[config.mk]
export PLATFORM = sky130hd
export DESIGN_NAME = tc_pl_spi_arb_flat
export DESIGN_NICKNAME = d
export VERILOG_FILES = /design/src/rtl/tc_pl_spi_arb_if.sv /design/src/rtl/tc_pl_spi_arb.sv /design/src/flat_wrapper.sv
export SDC_FILE = /design/constraint.sdc
export NUM_CORES = 1
export LEC_CHECK = 0
export ABC_AREA = 1
export BUFFER_PORTS_ARGS = -buffer_cell sky130_fd_sc_hd__buf_2
export CAP_MARGIN = 15
export CORE_MARGIN = 2
export CORE_UTILIZATION = 55
export DETAILED_ROUTE_END_ITERATION = 16
export PLACE_DENSITY = 0.83
export SKIP_CTS_REPAIR_TIMING = 1
export SYNTH_ARGS = -nofsm -noshare
export SYNTH_HDL_FRONTEND = slang
export SYNTH_SLANG_ARGS = --single-unit
[constraint.sdc]
create_clock -name clk125 -period 2.6 [get_ports clk125]
set_input_delay 0 -clock clk125 [delete_from_list [all_inputs] [get_ports clk125]]
set_output_delay 0 -clock clk125 [all_outputs]
set_load 0.02 [all_outputs]
[src/rtl/tc_pl_spi_arb_if.sv]
// Bus bundle for tc_pl_spi_arb: NSRC master groups in, NDEV shared device pins out.
// TC_SPI_ARB_SDO_EN adds the dev_sdo -> src_sdo read-back lines.
interface tc_pl_spi_arb_if #(
  parameter int NSRC = 2,
  parameter int NDEV = 2,
  parameter int NGPO = 4
);
  localparam int SW = $clog2(NSRC);

  logic [SW-1:0]        sel;
  logic [NSRC*NDEV-1:0] src_sck;
  logic [NSRC*NDEV-1:0] src_csn;
  logic [NSRC*NDEV-1:0] src_sdi;
  logic [NSRC*NGPO-1:0] src_gpo;
  logic [NDEV-1:0]      dev_sck;
  logic [NDEV-1:0]      dev_csn;
  logic [NDEV-1:0]      dev_sdi;
  logic [NGPO-1:0]      dev_gpo;
  logic [SW-1:0]        owner;
  logic                 switching;
  logic                 drain_tmo;
  logic                 sel_err;
`ifdef TC_SPI_ARB_SDO_EN
  logic [NDEV-1:0]      dev_sdo;
  logic [NSRC*NDEV-1:0] src_sdo;
`endif

  modport slave (
`ifdef TC_SPI_ARB_SDO_EN
    input  dev_sdo,
    output src_sdo,
`endif
    input  sel, src_sck, src_csn, src_sdi, src_gpo,
    output dev_sck, dev_csn, dev_sdi, dev_gpo, owner, switching, drain_tmo, sel_err
  );

  modport master (
`ifdef TC_SPI_ARB_SDO_EN
    output dev_sdo,
    input  src_sdo,
`endif
    output sel, src_sck, src_csn, src_sdi, src_gpo,
    input  dev_sck, dev_csn, dev_sdi, dev_gpo, owner, switching, drain_tmo, sel_err
  );
endinterface

[src/rtl/tc_pl_spi_arb.sv]
// Glitch-free SPI pin arbiter: drains the old owner's frame, idles all CSN for GUARD cycles, then switches.
// Optional read-back path enabled by defining TC_SPI_ARB_SDO_EN.
module tc_pl_spi_arb #(
  parameter int              NSRC    = 2,
  parameter int              NDEV    = 2,
  parameter int              NGPO    = 4,
  parameter int              GUARD   = 8,
  parameter int              TMO     = 1024,
  parameter int              CPOL    = 0,
  parameter int              RST_OWN = 0,
  parameter logic [NGPO-1:0] GPO_RST = '0
) (
  input  logic            clk125,
  input  logic            rst,
  tc_pl_spi_arb_if.slave  bus
);
  localparam int              SW       = $clog2(NSRC);
  localparam int              CMAX     = (TMO > GUARD) ? TMO : GUARD;
  localparam int              CW       = $clog2(CMAX + 1);
  localparam logic [CW-1:0]   TMO_LAST = CW'(TMO - 1);
  localparam logic [CW-1:0]   GRD_LAST = CW'(GUARD - 1);
  localparam logic [SW:0]     NSRC_W   = (SW + 1)'(NSRC);
  localparam logic [NDEV-1:0] SCK_IDLE = (CPOL != 0) ? '1 : '0;
  localparam logic [SW-1:0]   OWN_RST  = SW'(RST_OWN);

  typedef enum logic [1:0] {S_OWN, S_DRAIN, S_GUARD} state_e;

  state_e          state_q, state_d;
  logic [SW-1:0]   owner_q, owner_d;
  logic [CW-1:0]   cnt_q, cnt_d;
  logic [NDEV-1:0] sck_q, sck_d, csn_q, csn_d, sdi_q, sdi_d;
  logic [NGPO-1:0] gpo_q, gpo_d;
  logic            tmo_q, tmo_d, serr_q, serr_d;
  logic            sel_ok;
  logic [NDEV-1:0] own_sck, own_csn, own_sdi;
  logic [NGPO-1:0] own_gpo;
`ifdef TC_SPI_ARB_SDO_EN
  logic [NSRC*NDEV-1:0] sdo_q, sdo_d;
`endif

  assign sel_ok = {1'b0, bus.sel} < NSRC_W;

  // Only the current owner's group is ever selected onto the pins.
  always_comb begin
    own_sck = '0;
    own_csn = '1;
    own_sdi = '0;
    own_gpo = '0;
    for (int s = 0; s < NSRC; s++) begin
      if (owner_q == SW'(s)) begin
        own_sck = bus.src_sck[s*NDEV +: NDEV];
        own_csn = bus.src_csn[s*NDEV +: NDEV];
        own_sdi = bus.src_sdi[s*NDEV +: NDEV];
        own_gpo = bus.src_gpo[s*NGPO +: NGPO];
      end
    end
  end

  always_comb begin
    state_d = state_q;
    owner_d = owner_q;
    cnt_d   = cnt_q;
    tmo_d   = 1'b0;
    serr_d  = !sel_ok;
    case (state_q)
      S_OWN: begin
        if (sel_ok && bus.sel != owner_q) begin
          state_d = S_DRAIN;
          cnt_d   = '0;
        end
      end
      S_DRAIN: begin
        if (sel_ok && bus.sel == owner_q) begin
          state_d = S_OWN;
        end else if (&own_csn) begin
          state_d = S_GUARD;
          cnt_d   = '0;
        end else if (cnt_q == TMO_LAST) begin
          state_d = S_GUARD;
          cnt_d   = '0;
          tmo_d   = 1'b1;
        end else begin
          cnt_d = cnt_q + 1'b1;
        end
      end
      S_GUARD: begin
        if (cnt_q == GRD_LAST) begin
          state_d = S_OWN;
          if (sel_ok) owner_d = bus.sel;
        end else begin
          cnt_d = cnt_q + 1'b1;
        end
      end
      default: state_d = S_OWN;
    endcase
  end

  // GUARD forces idle pins and freezes gpo; otherwise the owner is forwarded with one cycle latency.
  always_comb begin
    sck_d = own_sck;
    csn_d = own_csn;
    sdi_d = own_sdi;
    gpo_d = own_gpo;
    if (state_q == S_GUARD) begin
      sck_d = SCK_IDLE;
      csn_d = '1;
      sdi_d = '0;
      gpo_d = gpo_q;
    end
  end

`ifdef TC_SPI_ARB_SDO_EN
  always_comb begin
    sdo_d = '0;
    if (state_q != S_GUARD) begin
      for (int s = 0; s < NSRC; s++)
        if (owner_q == SW'(s)) sdo_d[s*NDEV +: NDEV] = bus.dev_sdo;
    end
  end
`endif

  always_ff @(posedge clk125) begin
    if (rst) begin
      state_q <= S_OWN;
      owner_q <= OWN_RST;
      cnt_q   <= '0;
      sck_q   <= SCK_IDLE;
      csn_q   <= '1;
      sdi_q   <= '0;
      gpo_q   <= GPO_RST;
      tmo_q   <= 1'b0;
      serr_q  <= 1'b0;
`ifdef TC_SPI_ARB_SDO_EN
      sdo_q   <= '0;
`endif
    end else begin
      state_q <= state_d;
      owner_q <= owner_d;
      cnt_q   <= cnt_d;
      sck_q   <= sck_d;
      csn_q   <= csn_d;
      sdi_q   <= sdi_d;
      gpo_q   <= gpo_d;
      tmo_q   <= tmo_d;
      serr_q  <= serr_d;
`ifdef TC_SPI_ARB_SDO_EN
      sdo_q   <= sdo_d;
`endif
    end
  end

  assign bus.dev_sck   = sck_q;
  assign bus.dev_csn   = csn_q;
  assign bus.dev_sdi   = sdi_q;
  assign bus.dev_gpo   = gpo_q;
  assign bus.owner     = owner_q;
  assign bus.switching = (state_q != S_OWN);
  assign bus.drain_tmo = tmo_q;
  assign bus.sel_err   = serr_q;
`ifdef TC_SPI_ARB_SDO_EN
  assign bus.src_sdo   = sdo_q;
`endif
endmodule

[src/flat_wrapper.sv]
// flat-port wrapper written by rule: the top's interface ports become plain ports
module tc_pl_spi_arb_flat 
#(
  parameter int              NSRC    = 2,
  parameter int              NDEV    = 2,
  parameter int              NGPO    = 4,
  parameter int              GUARD   = 8,
  parameter int              TMO     = 1024,
  parameter int              CPOL    = 0,
  parameter int              RST_OWN = 0,
  parameter logic [NGPO-1:0] GPO_RST = '0
)
  (clk125, rst, bus_sel, bus_src_sck, bus_src_csn, bus_src_sdi, bus_src_gpo, bus_dev_sck, bus_dev_csn, bus_dev_sdi, bus_dev_gpo, bus_owner, bus_switching, bus_drain_tmo, bus_sel_err);
  tc_pl_spi_arb_if #(.NSRC(NSRC), .NDEV(NDEV), .NGPO(NGPO)) bus_i ();
  input  logic clk125;
  input  logic rst;
  input wire logic [$bits(bus_i.sel)-1:0] bus_sel;
  input wire logic [$bits(bus_i.src_sck)-1:0] bus_src_sck;
  input wire logic [$bits(bus_i.src_csn)-1:0] bus_src_csn;
  input wire logic [$bits(bus_i.src_sdi)-1:0] bus_src_sdi;
  input wire logic [$bits(bus_i.src_gpo)-1:0] bus_src_gpo;
  output wire logic [$bits(bus_i.dev_sck)-1:0] bus_dev_sck;
  output wire logic [$bits(bus_i.dev_csn)-1:0] bus_dev_csn;
  output wire logic [$bits(bus_i.dev_sdi)-1:0] bus_dev_sdi;
  output wire logic [$bits(bus_i.dev_gpo)-1:0] bus_dev_gpo;
  output wire logic [$bits(bus_i.owner)-1:0] bus_owner;
  output wire logic [$bits(bus_i.switching)-1:0] bus_switching;
  output wire logic [$bits(bus_i.drain_tmo)-1:0] bus_drain_tmo;
  output wire logic [$bits(bus_i.sel_err)-1:0] bus_sel_err;
  assign bus_i.sel = bus_sel;
  assign bus_i.src_sck = bus_src_sck;
  assign bus_i.src_csn = bus_src_csn;
  assign bus_i.src_sdi = bus_src_sdi;
  assign bus_i.src_gpo = bus_src_gpo;
  assign bus_dev_sck = bus_i.dev_sck;
  assign bus_dev_csn = bus_i.dev_csn;
  assign bus_dev_sdi = bus_i.dev_sdi;
  assign bus_dev_gpo = bus_i.dev_gpo;
  assign bus_owner = bus_i.owner;
  assign bus_switching = bus_i.switching;
  assign bus_drain_tmo = bus_i.drain_tmo;
  assign bus_sel_err = bus_i.sel_err;
  tc_pl_spi_arb #(.NSRC(NSRC), .NDEV(NDEV), .NGPO(NGPO), .GUARD(GUARD), .TMO(TMO), .CPOL(CPOL), .RST_OWN(RST_OWN), .GPO_RST(GPO_RST)) u_core (.clk125(clk125), .rst(rst), .bus(bus_i));
endmodule
== Word-level counts from Yosys, hierarchy flattened ==
Index checks and enable logic that the tools add are counted.

* $add $sub $neg: 1
* Multipliers: 0
* Div/mod/pow operators: 0
* $lt $le $gt $ge: 0
* Equality and inequality tests: 11
* Shifts and indexed selects: 0
* Multiplexer cells: 17
* Bitwise operators: 1
* Reduce and logical (&&, ||, !) cells: 9

{| class="wikitable"
|+ Operators by type and width
! cell !! count
|-
| $mux W11 || 5
|-
| $pmux W11 S3 || 1
|-
| $mux W2 || 8
|-
| $add A11 B1 Y11 const B || 1
|-
| $eq A11 B10 Y1 const B || 1
|-
| $eq A11 B3 Y1 const B || 1
|-
| $pmux W2 S3 || 1
|-
| $mux W4 || 1
|-
| $ne A2 B1 Y1 const B || 2
|-
| $ne A2 B2 Y1 const B || 2
|-
| $ne A4 B1 Y1 const B || 1
|-
| $reduce_and A2 Y1 || 2
|-
| $reduce_and A4 Y1 || 1
|-
| $reduce_or A4 Y1 || 1
|-
| $reduce_and A3 Y1 || 1
|-
| $reduce_bool A3 Y1 || 1
|-
| $eq A2 B1 Y1 const B || 1
|-
| $eq A2 B2 Y1 const B || 1
|-
| $logic_not A2 Y1 || 1
|-
| $reduce_bool A2 Y1 || 1
|-
| $reduce_or A2 Y1 || 1
|-
| $eq A1 B1 Y1 || 1
|-
| $mux W1 || 1
|-
| $ne A1 B1 Y1 || 1
|-
| $not A1 Y1 || 1
|}

* Register bits after elaboration: 25
* Latch bits: 0
* RAM bits: 0
* Bits in read-only memories: 0
* Bits of input ports: 23
* Output and inout bits: 14
* Logic and storage cells: 47
* Memories kept: 0

== Depth between registers and ports, before layout ==
* Depth after elaboration: 5
* Mapped depth: 12

== Worst setup path before layout ==
No wires, ideal clock.

* Kind: register to register
* Start: reg u_core.state_q[0]
* End: reg u_core.cnt_q[4]
* Setup time: 0.116 ns
* Arrival time: 1.556 ns
* Setup slack: 0.929 ns
* Stages on the path, launching flop included: 12
* Path buffers: 1
* Period minus slack after synthesis: 1.671 ns
* Cell sequence: dfxtp_1 > inv_1 > ha_1 > inv_1 > nand2_1 > a21oi_4 > nand2_4 > inv_2 > buf_6 > nand3_1 > nand2_1 > nor2_1

* Cells in the longest elaborated chain, start to end: 3

{| class="wikitable"
|+ RTL lines
! item !! line !! text
|-
| start: declaration || tc_pl_spi_arb.sv:28 || <nowiki>state_e state_q, state_d;</nowiki>
|-
| start signal: assignment || tc_pl_spi_arb.sv:137 || <nowiki>state_q <= state_d;</nowiki>
|-
| $eq A2 B2 Y1 (tied with other cells) || tc_pl_spi_arb.sv:65 || <nowiki>case (state_q)</nowiki>
|-
| $ne A2 B2 Y1 (no source line) (tied with other cells) || -- ||
|-
| $reduce_and A4 Y1 (no source line) || -- ||
|-
| end signal: assignment || tc_pl_spi_arb.sv:139 || <nowiki>cnt_q <= cnt_d;</nowiki>
|-
| end: declaration || tc_pl_spi_arb.sv:30 || <nowiki>logic [CW-1:0] cnt_q, cnt_d;</nowiki>
|}

Parallel ways exist; a longest one is shown, timed or not.
A chain may end at the register's enable or synchronous reset.

== Worst setup path in the final report ==
* Start: reg u_core.state_q[0]
* End: reg u_core.gpo_q[1], in the netlist u_core.bus.dev_gpo[1]

* Cells in the longest elaborated chain, start to end: 1

{| class="wikitable"
|+ RTL lines
! item !! line !! text
|-
| $eq A2 B2 Y1 || tc_pl_spi_arb.sv:104 || <nowiki>if (state_q == S_GUARD) begin</nowiki>
|-
| end signal: assignment || tc_pl_spi_arb.sv:143 || <nowiki>gpo_q <= gpo_d;</nowiki>
|-
| end: declaration || tc_pl_spi_arb.sv:32 || <nowiki>logic [NGPO-1:0] gpo_q, gpo_d;</nowiki>
|}

Every way passes these cells.

==> metrics.md <==
| Metric | Value |
|---|---|
| # diodes | 0 |
| Crit Path Category | flip-flop to flip-flop |
| Net switching power | between 200 and 300 uW |
| Row count | 18 |
| Routed vias | approximately 1500 |
| Seq pwr share | 0.510 |
| Hold Path Sink | u_core.bus.dev_gpo[3] |
| Max FO, Critical Path | 8 |
| Antenna Nets Post-Route | 0 |
| Synth top area share | 0.365 |
| Main area contributors after synthesis | dfxtp_1 (37%), nand2_1 (15%), nand3_1 (7.3%), nor2_1 (6.8%), inv_1 (6.6%) |
| Vias/cell | 5.13 |
| Slowest stage cell, crit path | dlygate4sd3_1 |
| Hold Path Stages | 3 |
| Synth unique cells | 22 |
| Gr usage total | 0.219 |
| DRC | 0 |
| Global-route wire length before repair | 4770 um |
| CTS tree | built |
| WL/cell | between 10 and 15 um |
| GRT Residual Overflow | 0 |
| Largest net degree at the start of global routing | 15 |
| Clock-pin slew on the worst setup and hold paths | 0.14 ns |
| Initial core utilization | 0.569 |
| Worst IR Drop VDD | about 0.00036 V |
| Layout Utilization | 0.728 |
| Die W | 53.9 um |
| Max Fclk | between 0.4 and 0.5 GHz |
| Crit path capture type | flip-flop |
| WP data required | about 2.9 ns |
| PwrDens | between 400 and 500 mW/mm^2 |
| Class of the worst hold path | input port to flip-flop |
| I/O Buffers | 35 |
| Initial drt markers | 50 |
| Synth area leader | dfxtp_1 |
| Io pins | 37 |
| Syn-to-layout area delta | 28.1% |
| Clk_skew | just under 0.007 ns |
| Startpoint Class | flip-flop |
| Root Buffer | clkbuf_4 |
| Die Y-Extent | 53.9 um |
| Clk sink count | 25 |
| Cell Chain, Critical Path | inv_1 > ha_1 > nor2_1 > o21ai_0 > o21ai_0 > dlygate4sd3_1 |
| Post-synthesis sequential area ratio | 0.365 |
| Commonest non-fill, non-tap cell in the layout | nand2_1 |
| Period utilisation layout | 0.888 |
| Mapped cell area | approximately 0.0014 mm^2 |
| HPWL after DPL | about 2200 um |
| Drt total wl | 3470 um |
| Reg2Reg Depth | 6 |
| Setup Viol. Count Final | 0 |
| Synthesized area per cell | around 6.7 um^2 |
| Antenna violations before repair | 0 |
| Endpoints failing hold | 1 |
| Clock power share | 0.218 |
| Most used cell, CP | o21ai_0 |
| Max_cap viols | 0 |
| Comb power frac | 0.272 |
| P_leak | just over 0.8 nW |
| Final min period | around 2.3 ns |
| CTS Buf Count | 3 |
| Status | finished, violations left |
| Fin nets | 286 |
| Synthesis-stage register bit count | 25 |
| Unrepaired setup endpoints after global routing | false |
| Layout cells sized above 1 | 0.198 |
| Buf/Inv on CP | 2 |
| Placer Congestion | approximately 0.90 |
| Clock buffer depth | 2 |
| Htree depth | 1 |
| Core Area | roughly 0.0024 mm^2 |
| Worst skew pair latency | 0.32 ns |
| Crit path max-delay family | buffers and inverters |
| Full die area | ~0.0029 mm^2 |
| Internal | 549 uW |
| Synthesized netlist cell count | 205 |
| Hold Path Origin | bus_src_gpo[3] |
| Vias in the first global route | ~1200 |
| Reg2reg setup slack | slightly below 0.3 ns |
| Commonest non-fill, non-tap cells in the layout | nand2_1 (55), buf_2 (35), nor2_1 (25), dfxtp_1 (25), inv_1 (24) |
| Syn_nets | about 230 |
| Switching share of power | 0.327 |
| Launch point of the worst reg-to-reg path | u_core.state_q[0] |
| Failing checks | hold timing |
| Crit path arrival time | ~2.6 ns |
| Pre-Repair DR Iteration Count | 4 |
| Slew Viols, Final | 0 |
| Hold_ws | -0.0190 ns |
| Worst R2R End | u_core.bus.dev_gpo[1] |
| YS warnings | 0 |
| TNS Setup | 0 ns |
| Crit-path max cell delay | 0.61 ns |
worst reg2reg max path: cells and delay by family (launching register included):
family          cells  cell delay (ns)
buf+inv             2             0.69
compound gates      2             0.43
simple gates        1             0.41
flops               1             0.39
fa+ha+maj           1             0.34
stage by stage:
stage / worst slack [ns] / total power [mW] / instance area, um^2 / cells
floorplan: 0.929 / 0.565 / 1370 / 205
global placement: 0.824 / 0.611 / 1540 / 264
detailed placement: 0.768 / 0.615 / 1540 / 264
CTS: 0.730 / 0.791 / 1570 / 268
global route: 0.156 / 0.867 / 1760 / 287
finish: 0.291 / 0.815 / 1760 / 287
layout make-up:
class	count	area, um^2
fillers	211	654
well taps	30	37.5
clock buffers	3	22.5
inverters	27	101
multi-input cells	147	723
repair buffers	54	365
clock inverters	1	5.00
flip-flops and latches	25	500
worst max-delay path by stage:
| stage | cells after the start | slack [ns] | from | to |
|---|---|---|---|---|
| 2_1_floorplan | 11 | 0.93 | u_core.state_q[0] | u_core.cnt_q[4] |
| 3_3_place_gp | 9 | 0.82 | u_core.bus.owner | u_core.cnt_q[4] |
| 3_5_place_dp | 9 | 0.77 | u_core.bus.owner | u_core.cnt_q[8] |
| 4_1_cts | 9 | 0.73 | u_core.bus.owner | u_core.cnt_q[8] |
| 5_1_grt | 6 | 0.16 | u_core.state_q[0] | u_core.bus.dev_gpo[1] |
| 6_report | 6 | 0.29 | u_core.state_q[0] | u_core.bus.dev_gpo[1] |
cells in the mapped netlist:
library cell  instances
nand3_1              20
nand4_1               6
o21ai_0              13
nor2_2                1
a21oi_4               1
conb_1                1
dfxtp_1              25
inv_2                 3
buf_4                 1
nand2_2               4
nand2_4               1
or2_1                 1
nor2_4                1
nor3_1                3
a21oi_1               9
nand2_1              55
buf_6                 2
buf_2                 3
nor2_1               25
ha_1                  5
inv_1                24
nand3_4               1
sequential cells by signal, summed over array words and instances, names as in the netlist:
name / cells
u_core.bus.dev_sdi: 2
u_core.cnt_q: 11
u_core.state_q: 2
u_core.bus.dev_sck: 2
u_core.bus.dev_gpo: 4
u_core.bus.dev_csn: 2
u_core.bus.drain_tmo: 1
u_core.bus.owner: 1
kinds of logic (layout without fill, tap and decap cells):
kind of cell | Yosys count | after routing | share of synthesized area
and+or+nand+nor | 118 | 118 | 0.387
buffers and inverters | 33 | 85 | 0.107
DFF | 25 | 25 | 0.365
AOI/OAI and AO/OA | 23 | 23 | 0.0922
adders and majority gates | 5 | 5 | 0.0457
other | 1 | 1 | 0.00274
metal layers:
metal  vias up  part of all wire  track usage
met2        57              0.49        0.350
met4         0             0.011       0.0769
met3         6             0.066       0.0361
met1       660              0.43        0.297
met5         -                 0            0
li1        749                 -            -
power groups by stage:
stage          combinational, mW  sequential (mW)  clock, mW
2_1_floorplan              0.129            0.436          0
3_3_place_gp               0.188            0.423          0
3_5_place_dp               0.191            0.423          0
4_1_cts                    0.193            0.415      0.183
5_1_grt                    0.248            0.419      0.200
6_report                   0.222            0.416      0.178
(Power assumes the default switching activity.)
